===== config.mk =====
export PLATFORM = sky130hd
export DESIGN_NAME = mdu_iter
export DESIGN_NICKNAME = d
export VERILOG_FILES = /design/src/rtl/mdu_iter.sv
export SDC_FILE = /design/constraint.sdc
export NUM_CORES = 1
export LEC_CHECK = 0
export CAP_MARGIN = 5
export CORE_ASPECT_RATIO = 0.6
export CORE_MARGIN = 8
export CORE_UTILIZATION = 40
export CTS_CLUSTER_DIAMETER = 60
export DETAILED_ROUTE_END_ITERATION = 16
export HOLD_SLACK_MARGIN = 0.12
export PLACE_DENSITY = 0.69
export SYNTH_ARGS = -nofsm -noshare
export SYNTH_HDL_FRONTEND = slang
export SYNTH_SLANG_ARGS = --single-unit
export TNS_END_PERCENT = 1

===== constraint.sdc =====
create_clock -name clk -period 3.11 [get_ports clk]
set_input_delay 0.622 -clock clk [delete_from_list [all_inputs] [get_ports clk]]
set_output_delay 0.622 -clock clk [all_outputs]
set_load 0.02 [all_outputs]

===== src/rtl/mdu_iter.sv =====
// mdu_iter: iterative RV32M multiply/divide unit for the EX stage.
//
// A multiply uses a shift-add loop over a 2*XLEN accumulator. It retires
// MUL_UNROLL multiplier bits per cycle. A divide uses a restoring loop that
// produces one quotient bit per cycle. Divide-by-zero and signed overflow
// skip the loop and go straight to DONE. Sign correction is applied in DONE.
//
// Parameters
//   XLEN        operand/result width (a multiple of MUL_UNROLL)
//   MUL_UNROLL  multiplier bits retired per cycle (1, 2, 4 or 8)
//
// Ports
//   clk         clock
//   rst         synchronous active-high reset
//   start_i     operation request, only looked at in IDLE
//   op_i        M-extension funct3 (MUL..REMU)
//   rs1_i       multiplicand / dividend
//   rs2_i       multiplier / divisor
//   flush_i     abort the in-flight operation, no result is produced
//   stallreq_o  stall request to the pipeline (combinational)
//   done_o      one-cycle pulse, result_o valid
//   result_o    result, held until the next done_o
module mdu_iter #(
  parameter int XLEN       = 32,
  parameter int MUL_UNROLL = 1
) (
  input  logic            clk,
  input  logic            rst,
  input  logic            start_i,
  input  logic [2:0]      op_i,
  input  logic [XLEN-1:0] rs1_i,
  input  logic [XLEN-1:0] rs2_i,
  input  logic            flush_i,
  output logic            stallreq_o,
  output logic            done_o,
  output logic [XLEN-1:0] result_o
);

  localparam int MUL_STEPS = XLEN / MUL_UNROLL;
  localparam int CW        = $clog2(XLEN + 1);

  typedef enum logic [1:0] {IDLE, MUL, DIV, DONE} state_t;

  state_t              state_q, state_d;
  logic [2:0]          op_q, op_d;
  logic [XLEN-1:0]     b_q, b_d;
  logic [2*XLEN-1:0]   acc_q, acc_d;
  logic [CW-1:0]       cnt_q, cnt_d;
  logic                negLo_q, negLo_d;
  logic                negHi_q, negHi_d;
  logic [XLEN-1:0]     result_q, result_d;

  // Operand decode for the request currently presented in IDLE
  logic            rs1Signed, rs2Signed, sign1, sign2;
  logic [XLEN-1:0] mag1, mag2;
  logic            divZero, divOvf;

  // Decode the signedness of each operand and form the operand magnitudes.
  // Taking the magnitude of the most negative value gives 100..0. As an
  // unsigned magnitude this is correct.
  always_comb begin
    rs1Signed = 1'b0;
    rs2Signed = 1'b0;
    case (op_i)
      3'b000, 3'b001, 3'b100, 3'b110: begin
        rs1Signed = 1'b1;
        rs2Signed = 1'b1;
      end
      3'b010:  rs1Signed = 1'b1;
      default: ;
    endcase
    sign1   = rs1Signed & rs1_i[XLEN-1];
    sign2   = rs2Signed & rs2_i[XLEN-1];
    mag1    = sign1 ? (~rs1_i + 1'b1) : rs1_i;
    mag2    = sign2 ? (~rs2_i + 1'b1) : rs2_i;
    divZero = (rs2_i == '0);
    divOvf  = ~op_i[0] & (rs1_i == {1'b1, {(XLEN-1){1'b0}}}) & (rs2_i == '1);
  end

  // Multiply step: the multiplier sits in the low half of acc and is shifted
  // out LSB first. The partial product builds up in the high half. The adder
  // carry becomes the new MSB after each shift.
  logic [2*XLEN-1:0] mulAcc;
  logic [XLEN:0]     mulSum;

  always_comb begin
    mulAcc = acc_q;
    mulSum = '0;
    for (int i = 0; i < MUL_UNROLL; i++) begin
      mulSum = {1'b0, mulAcc[2*XLEN-1:XLEN]} + (mulAcc[0] ? {1'b0, b_q} : '0);
      mulAcc = {mulSum, mulAcc[XLEN-1:1]};
    end
  end

  // Restoring divide step: acc = {remainder, dividend/quotient}. The
  // dividend's next bit shifts into the partial remainder. Each shift also
  // fills the freed LSB with the new quotient bit. When the subtraction is
  // taken the result is below the divisor, so XLEN bits are enough.
  logic [XLEN:0]       partial;
  logic [XLEN-1:0]     diff;
  logic [2*XLEN-1:0]   divAcc;

  always_comb begin
    partial = acc_q[2*XLEN-1:XLEN-1];
    diff    = partial[XLEN-1:0] - b_q;
    if (partial >= {1'b0, b_q}) begin
      divAcc = {diff, acc_q[XLEN-2:0], 1'b1};
    end else begin
      divAcc = {partial[XLEN-1:0], acc_q[XLEN-2:0], 1'b0};
    end
  end

  // Sign correction and result selection, evaluated in DONE. The fast paths
  // preload acc with the final quotient/remainder and clear both sign flags.
  logic [2*XLEN-1:0] prod;
  logic [XLEN-1:0]   quo, rem, resultNow;

  always_comb begin
    prod = negLo_q ? (~acc_q + 1'b1) : acc_q;
    quo  = negLo_q ? (~acc_q[XLEN-1:0] + 1'b1) : acc_q[XLEN-1:0];
    rem  = negHi_q ? (~acc_q[2*XLEN-1:XLEN] + 1'b1) : acc_q[2*XLEN-1:XLEN];
    case (op_q)
      3'b000:                 resultNow = prod[XLEN-1:0];
      3'b001, 3'b010, 3'b011: resultNow = prod[2*XLEN-1:XLEN];
      3'b100, 3'b101:         resultNow = quo;
      default:                resultNow = rem;
    endcase
  end

  // Next-state logic and outputs. A flush overrides everything else: the
  // FSM returns to IDLE, done_o is suppressed and result_o is not updated.
  always_comb begin
    state_d    = state_q;
    op_d       = op_q;
    b_d        = b_q;
    acc_d      = acc_q;
    cnt_d      = cnt_q;
    negLo_d    = negLo_q;
    negHi_d    = negHi_q;
    result_d   = result_q;
    stallreq_o = 1'b0;
    done_o     = 1'b0;

    case (state_q)
      IDLE: begin
        if (start_i && !flush_i) begin
          stallreq_o = 1'b1;
          op_d       = op_i;
          if (!op_i[2]) begin
            state_d = MUL;
            b_d     = mag1;
            acc_d   = {{XLEN{1'b0}}, mag2};
            cnt_d   = CW'(MUL_STEPS - 1);
            negLo_d = sign1 ^ sign2;
            negHi_d = 1'b0;
          end else if (divZero) begin
            state_d = DONE;
            acc_d   = {rs1_i, {XLEN{1'b1}}};
            negLo_d = 1'b0;
            negHi_d = 1'b0;
          end else if (divOvf) begin
            state_d = DONE;
            acc_d   = {{XLEN{1'b0}}, rs1_i};
            negLo_d = 1'b0;
            negHi_d = 1'b0;
          end else begin
            state_d = DIV;
            b_d     = mag2;
            acc_d   = {{XLEN{1'b0}}, mag1};
            cnt_d   = CW'(XLEN - 1);
            negLo_d = sign1 ^ sign2;
            negHi_d = sign1;
          end
        end
      end
      MUL: begin
        stallreq_o = 1'b1;
        acc_d      = mulAcc;
        cnt_d      = cnt_q - CW'(1);
        if (cnt_q == '0) state_d = DONE;
      end
      DIV: begin
        stallreq_o = 1'b1;
        acc_d      = divAcc;
        cnt_d      = cnt_q - CW'(1);
        if (cnt_q == '0) state_d = DONE;
      end
      default: begin
        done_o   = 1'b1;
        result_d = resultNow;
        state_d  = IDLE;
      end
    endcase

    if (flush_i) begin
      state_d  = IDLE;
      done_o   = 1'b0;
      result_d = result_q;
    end
  end

  // The result is visible in the DONE cycle itself and then held in result_q
  assign result_o = done_o ? resultNow : result_q;

  // State registers with synchronous reset
  always_ff @(posedge clk) begin
    if (rst) begin
      state_q  <= IDLE;
      op_q     <= '0;
      b_q      <= '0;
      acc_q    <= '0;
      cnt_q    <= '0;
      negLo_q  <= 1'b0;
      negHi_q  <= 1'b0;
      result_q <= '0;
    end else begin
      state_q  <= state_d;
      op_q     <= op_d;
      b_q      <= b_d;
      acc_q    <= acc_d;
      cnt_q    <= cnt_d;
      negLo_q  <= negLo_d;
      negHi_q  <= negHi_d;
      result_q <= result_d;
    end
  end

endmodule


Word level (Yosys, flattened, before mapping) --
Index checks and enable logic that the tools add are counted.
Word-level totals: bits in registers 141, bits in latches 0, RAM bits 0, ROM bits 0, memories 0
Cells by class: add/subtract/negate cells 8, multiply operators 0, div/mod/pow operators 0, $lt $le $gt $ge 1, equality and inequality tests 19, shifts and indexed selects 0, muxes and demuxes 40, bitwise gates (word level) 13, reductions and logical operators 22
Operator list (count):
- 2-to-1 mux 32 bit | 10
- 2-to-1 mux 64 bit | 5
- one-hot mux 64 bit (3 select lines) | 1
- adder 32 x 1 -> 32 bit, second input constant | 4
- inverter 32 bit | 4
- one-hot mux 32 bit (3 select lines) | 1
- adder 64 x 1 -> 64 bit, second input constant | 1
- equality test 32 bit, second input constant | 2
- inverter 64 bit | 1
- adder 32 x 32 -> 33 bit | 1
- greater-or-equal comparator 33 x 32 -> 1 bit | 1
- zero test 32 bit | 1
- subtractor 32 bit | 1
- 2-to-1 mux 6 bit | 4
- 2-to-1 mux 1 bit | 13
- equality test 3 bit, second input constant | 4
- one-hot mux 6 bit (2 select lines) | 1
- equality test 3 x 2 -> 1 bit, second input constant | 3
- AND reduction 2 bit | 4
- AND reduction 4 bit | 2
- equality test 3 x 1 -> 1 bit, second input constant | 2
- zero test 3 bit | 2
- zero test 6 bit | 1
- 2-to-1 mux 2 bit | 3
- 20 further kinds | 31

Depth between registers and ports, before layout --
Gate-level depths: netlist (run 1).
depth in word-level cells 10, gate-level depth with buffers 15

Worst setup path before layout (run 1) --
Ideal clock, no wire load.
kind register to output, from register acc_q[18], to output port result_o[29], data arrival time 2.933 ns, required time 2.488 ns, slack -0.445 ns, cell stages (with the launch flop) 12, buffers on the path 2, cell sequence dfxtp_1 > clkbuf_1 > or4_4 > nor4b_4 > nand4_2 > or2_1 > buf_2 > nor3_1 > nand2_1 > o21ai_0 > nand2_1 > a211oi_1
Between the ends: longest elaborated chain between the ends 5, elaborated cells on any way between the ends 8, those cells by class 2 x add/sub; 4 x mux; 2 x bitwise
RTL lines:
- start, declared | RTL line 47 | logic [2*XLEN-1:0] acc_q, acc_d;
- start signal, assigned | RTL line 211 | acc_q <= '0;
- start signal, assigned | RTL line 220 | acc_q <= acc_d;
- inverter 64 bit or inverter 32 bit (tied branches) | RTL line 119, 120
- adder 64 x 1 -> 64 bit or adder 32 x 1 -> 32 bit (tied branches) | RTL line 119, 120
- 2-to-1 mux 64 bit or 2-to-1 mux 32 bit (tied branches) | RTL line 119, 120
- one-hot mux 32 bit (3 select lines) * | RTL line 122 | case (op_q)
- 2-to-1 mux 32 bit * | RTL line 203 | assign result_o = done_o ? resultNow : result_q;
- end, declared | RTL line 36 | output logic [XLEN-1:0] result_o
Every way passes the cells marked *; elsewhere a longest branch is shown, timed or not.

Final worst setup path (run 1) --
from register acc_q[54], to output port result_o[31]
Between the ends: longest elaborated chain between the ends 5, elaborated cells on any way between the ends 8, those cells by class 2 x add/sub; 4 x mux; 2 x bitwise
RTL lines (RTL line):
- inverter 64 bit or inverter 32 bit (tied branches) | 119, 121
- adder 64 x 1 -> 64 bit or adder 32 x 1 -> 32 bit (tied branches) | 119, 121
- 2-to-1 mux 64 bit or 2-to-1 mux 32 bit (tied branches) | 119, 121
- one-hot mux 32 bit (3 select lines) * | 122
- 2-to-1 mux 32 bit * | 203
Marked as above.

==> results of run 1 <==
## power by group through the flow
stage / clock network [µW] / logic, µW / registers [µW]
2_1_floorplan: 0 / 1690 / 2010
3_3_place_gp: 0 / 3380 / 2000
3_5_place_dp: 0 / 3420 / 2010
4_1_cts: 2140 / 3560 / 1970
5_1_grt: 2220 / 3960 / 1980
6_report: 2140 / 3780 / 1980
## worst paths after layout
| path | to | cells after the start |
|---|---|---|
| worst max-delay path | result_o[31] | 11 |
| worst min-delay path | b_q[26]$_SDFFE_PP0P_ | 2 |
| worst max register to register | acc_q[60]$_SDFFE_PP0P_ | 14 |
| worst min register to register | b_q[26]$_SDFFE_PP0P_ | 2 |
## sequential cells by signal, indices dropped and copies added (netlist names)
register and count:
state_q 2, cnt_q 6, result_q 32, acc_q 64, negHi_q 1, negLo_q 1, b_q 32, op_q 3
## logic make-up (layout without fill, tap and decap cells)
group           after synthesis  after routing
flops                       141            141
xor+xnor                    184            184
compound gates              685            685
buf+inv                     220            747
fa+ha+maj                    77             77
simple gates                720            720
mux                          42             42
## critical path: stages (launching register included)
cell and delay, ps:
dfxtp_1 340, nor4_2 320, buf_4 170, nand2_1 60, or3_4 380, or4_4 550
o41ai_4 240, xnor2_1 120, a222oi_1 310, buf_4 180, o21ai_4 50, buf_6 140
## layout make-up
class                      instances  area [µm²]  area share, %
inverter                          71         268           1.25
timing repair buffer             644        5220           24.3
clock inverter                    15         170          0.794
tap                              476         596           2.78
multi-input combinational       1708       11900           55.7
clock buffer                      17         425           1.98
sequential                       141        2830           13.2
## cells in the final DEF, fill, tap and decap left out, types with 13 or more instances in the layout
cell type and count:
nand4_1 20, o21ai_0 103, nand2_1 232, ha_1 59, nand3_1 33, o211ai_1 17, or3_1 25, nand2b_1 22
a31oi_1 23, clkdlybuf4s50_1 65, a21oi_1 153, mux2i_1 30, a21oi_2 18, a211oi_1 23, buf_4 530, xor2_1 73
o22ai_1 13, inv_1 63, nor2_1 192, o21a_1 21, o21ai_1 40, dfxtp_1 135, xnor2_1 109, a221oi_1 22
a22oi_1 31, o221ai_1 16, nor2b_1 37, buf_6 19, o21ai_2 16, o31ai_1 21, nor3_1 42, clkbuf_16 17
a21o_1 24, a22o_1 30
## routing by layer
| layer | part of all wire [%] | global-route usage [%] | vias to the layer above |
|---|---|---|---|
| met5 | 0.018 | 0 | - |
| met4 | 3.8 | 11.9 | 2 |
| met3 | 14 | 11.2 | 193 |
| met2 | 40 | 45.2 | 1171 |
| met1 | 42 | 43.1 | 8780 |
| li1 | - | - | 8593 |
## through the flow
stage	utilization [%]	total power (µW)	worst slack (ps)	TNS (ps)	cell area (µm²)
floorplan	-	3710	-242	-5780	14800
global placement	55.1	5390	-1020	-76300	20000
detailed placement	55.1	5430	-959	-79100	20000
CTS	58.0	7680	-995	-23730	21100
global route	59.0	8160	-1020	-35440	21400
finish	59.0	7890	-835	-27050	21400
## what timing repair did
action / 4_1_cts / 5_1_grt
gates resized for setup: 265 / 90
setup endpoints to repair: 126 / 126
endpoints found under the hold margin: 0 / 0
buffers inserted: 1 / 2
pin swaps: 38 / 22
==> flow_summary.json, run 1 <==
{
  "outcome": "complete, but fails checks",
  "violations": "negative setup slack",
  "skew_ps": 17.4,
  "rsz0062_at_grt": "true",
  "syn-num-nets": 2217,
  "switchingPower_uw": 3150,
  "internal_power_uw": 4740,
  "design.core.area_um2": 36300,
  "grt_overflow": 0,
  "r2r_start": "b_q[1]$_SDFFE_PP0P_",
  "dieArea_um2": 43500,
  "slew_headroom_pct": 11.8,
  "synth_compound_area_share_pct": 30.6,
  "fin_cells": 3072,
  "crit_arrival_ps": 3320,
  "worst_pin_slew_ps": 1320,
  "ys_ff_latch": 141,
  "drc": 0,
  "worstHoldPathType": "reg -> reg",
  "power_frac_comb_pct": 47.8,
  "grt_max_degree": 55,
  "clkTransAtPathRegs_ps": 70,
  "antenna_left": 0,
  "root_buffer": "clkbuf_16",
  "grt_pass1_vias": 17900,
  "drv_slew": 0,
  "synth_top_family_by_area": "compound AO/OA/AOI/OAI gates",
  "dp_cells": 3037,
  "synth_xor_area_share_pct": 10.9,
  "yosys.area.top_type_share_pct": 19.1,
  "ys_top_cells_by_area": "dfxtp_1 (19%), xnor2_1 (6.5%), ha_1 (6.4%), nand2_1 (6.0%), a21oi_1 (5.8%)",
  "synthAdderAreaFrac_pct": 6.63,
  "power.density_nw_per_um2": 368,
  "p_sw_share_pct": 39.9,
  "synthMuxAreaShare_pct": 2.95,
  "grt_pass1_wl_um": 107000,
  "worstSetupStartpointType": "register",
  "die_w_um": 264,
  "insertion_delay_ps": 470,
  "row_count": 54,
  "maxCapViolCount": 0,
  "finalHoldViolCount": 0,
  "finalNetCount": 2731,
  "postSynth.asyncResetShare_pct": 0,
  "antenna_found_initial": 1,
  "num_vias": 18700,
  "worstPathRequired_ps": 2490,
  "final_layout_size_suffix_gt1_share_pct": 30.7,
  "finalCriticalPeriod_ps": 3940,
  "critPathCaptureType": "output port",
  "area_delta_synth_final_pct": 45.3,
  "cts_buffers": 17,
  "nFillCells": 3314,
  "fp.dieH_um": 165,
  "synth_area_per_cell_um2": 7.13,
  "setup_ws_ps": -835,
  "cp-startpoint": "acc_q[54]$_SDFFE_PP0P_",
  "ir_drop_mv": 0.373,
  "hpwlAfterDp_um": 57700,
  "synth_cell_types": 90,
  "gp_congestion": 1.10,
  "yosysSeqAreaShare_pct": 19.1,
  "yosys.area_share.simple_pct": 23.9,
  "postCtsHoldBufs": 0,
  "wirelength_um": 71800,
  "finalCritPeriodShare_pct": 127,
  "netlist_area_um2": 14800,
  "first_pass_iters": 10,
  "clockBufferDepth": 2,
  "yosysTopAreaCell": "dfxtp_1",
  "synth-edff-count": 0,
  "h-tree-depth": 4,
  "synth_warnings": 0,
  "cts.sinks": 141,
  "holdWs_ps": 455,
  "drt-wirelength-per-cell_um": 23.4,
  "hp-start": "b_q[26]$_SDFFE_PP0P_",
  "cts_tree": "built",
  "setup_viol": 101,
  "r2r_slack_ps": -510,
  "synth_top_cells_by_count": "nand2_1 (234), nor2_1 (198), a21oi_1 (171)",
  "initial_core_util_pct": 40.6,
  "synthFlopType": "dfxtp_1",
  "p_leak_uw": 0.00909,
  "synth.most_common_cell": "nand2_1",
  "netlist_instances": 2069,
  "routed_via_density": 6.10,
  "max_freq_mhz": 253,
  "grt_use_total_pct": 31.6,
  "io_pins": 105,
  "seqPwrFrac_pct": 25.0,
  "path_class": "reg -> out",
  "drt_iter0_markers": 2450,
  "io_buffers": 104,
  "n_antenna_cell": 0,
  "crit_path_max_fanout": 2,
  "clkPwrFrac_pct": 27.2
}
No activity file was read; power rests on OpenSTA's default activity.
==> run 2: changes to the inputs <==
--- a/config.mk
+++ b/config.mk
@@ -9,7 +9,6 @@
 export CORE_ASPECT_RATIO = 0.6
 export CORE_MARGIN = 8
 export CORE_UTILIZATION = 40
-export CTS_CLUSTER_DIAMETER = 60
 export DETAILED_ROUTE_END_ITERATION = 16
 export HOLD_SLACK_MARGIN = 0.12
 export PLACE_DENSITY = 0.69
==> results of run 2 <==
Same layout as run 1: the final DEF is identical, and so are final timing and power.
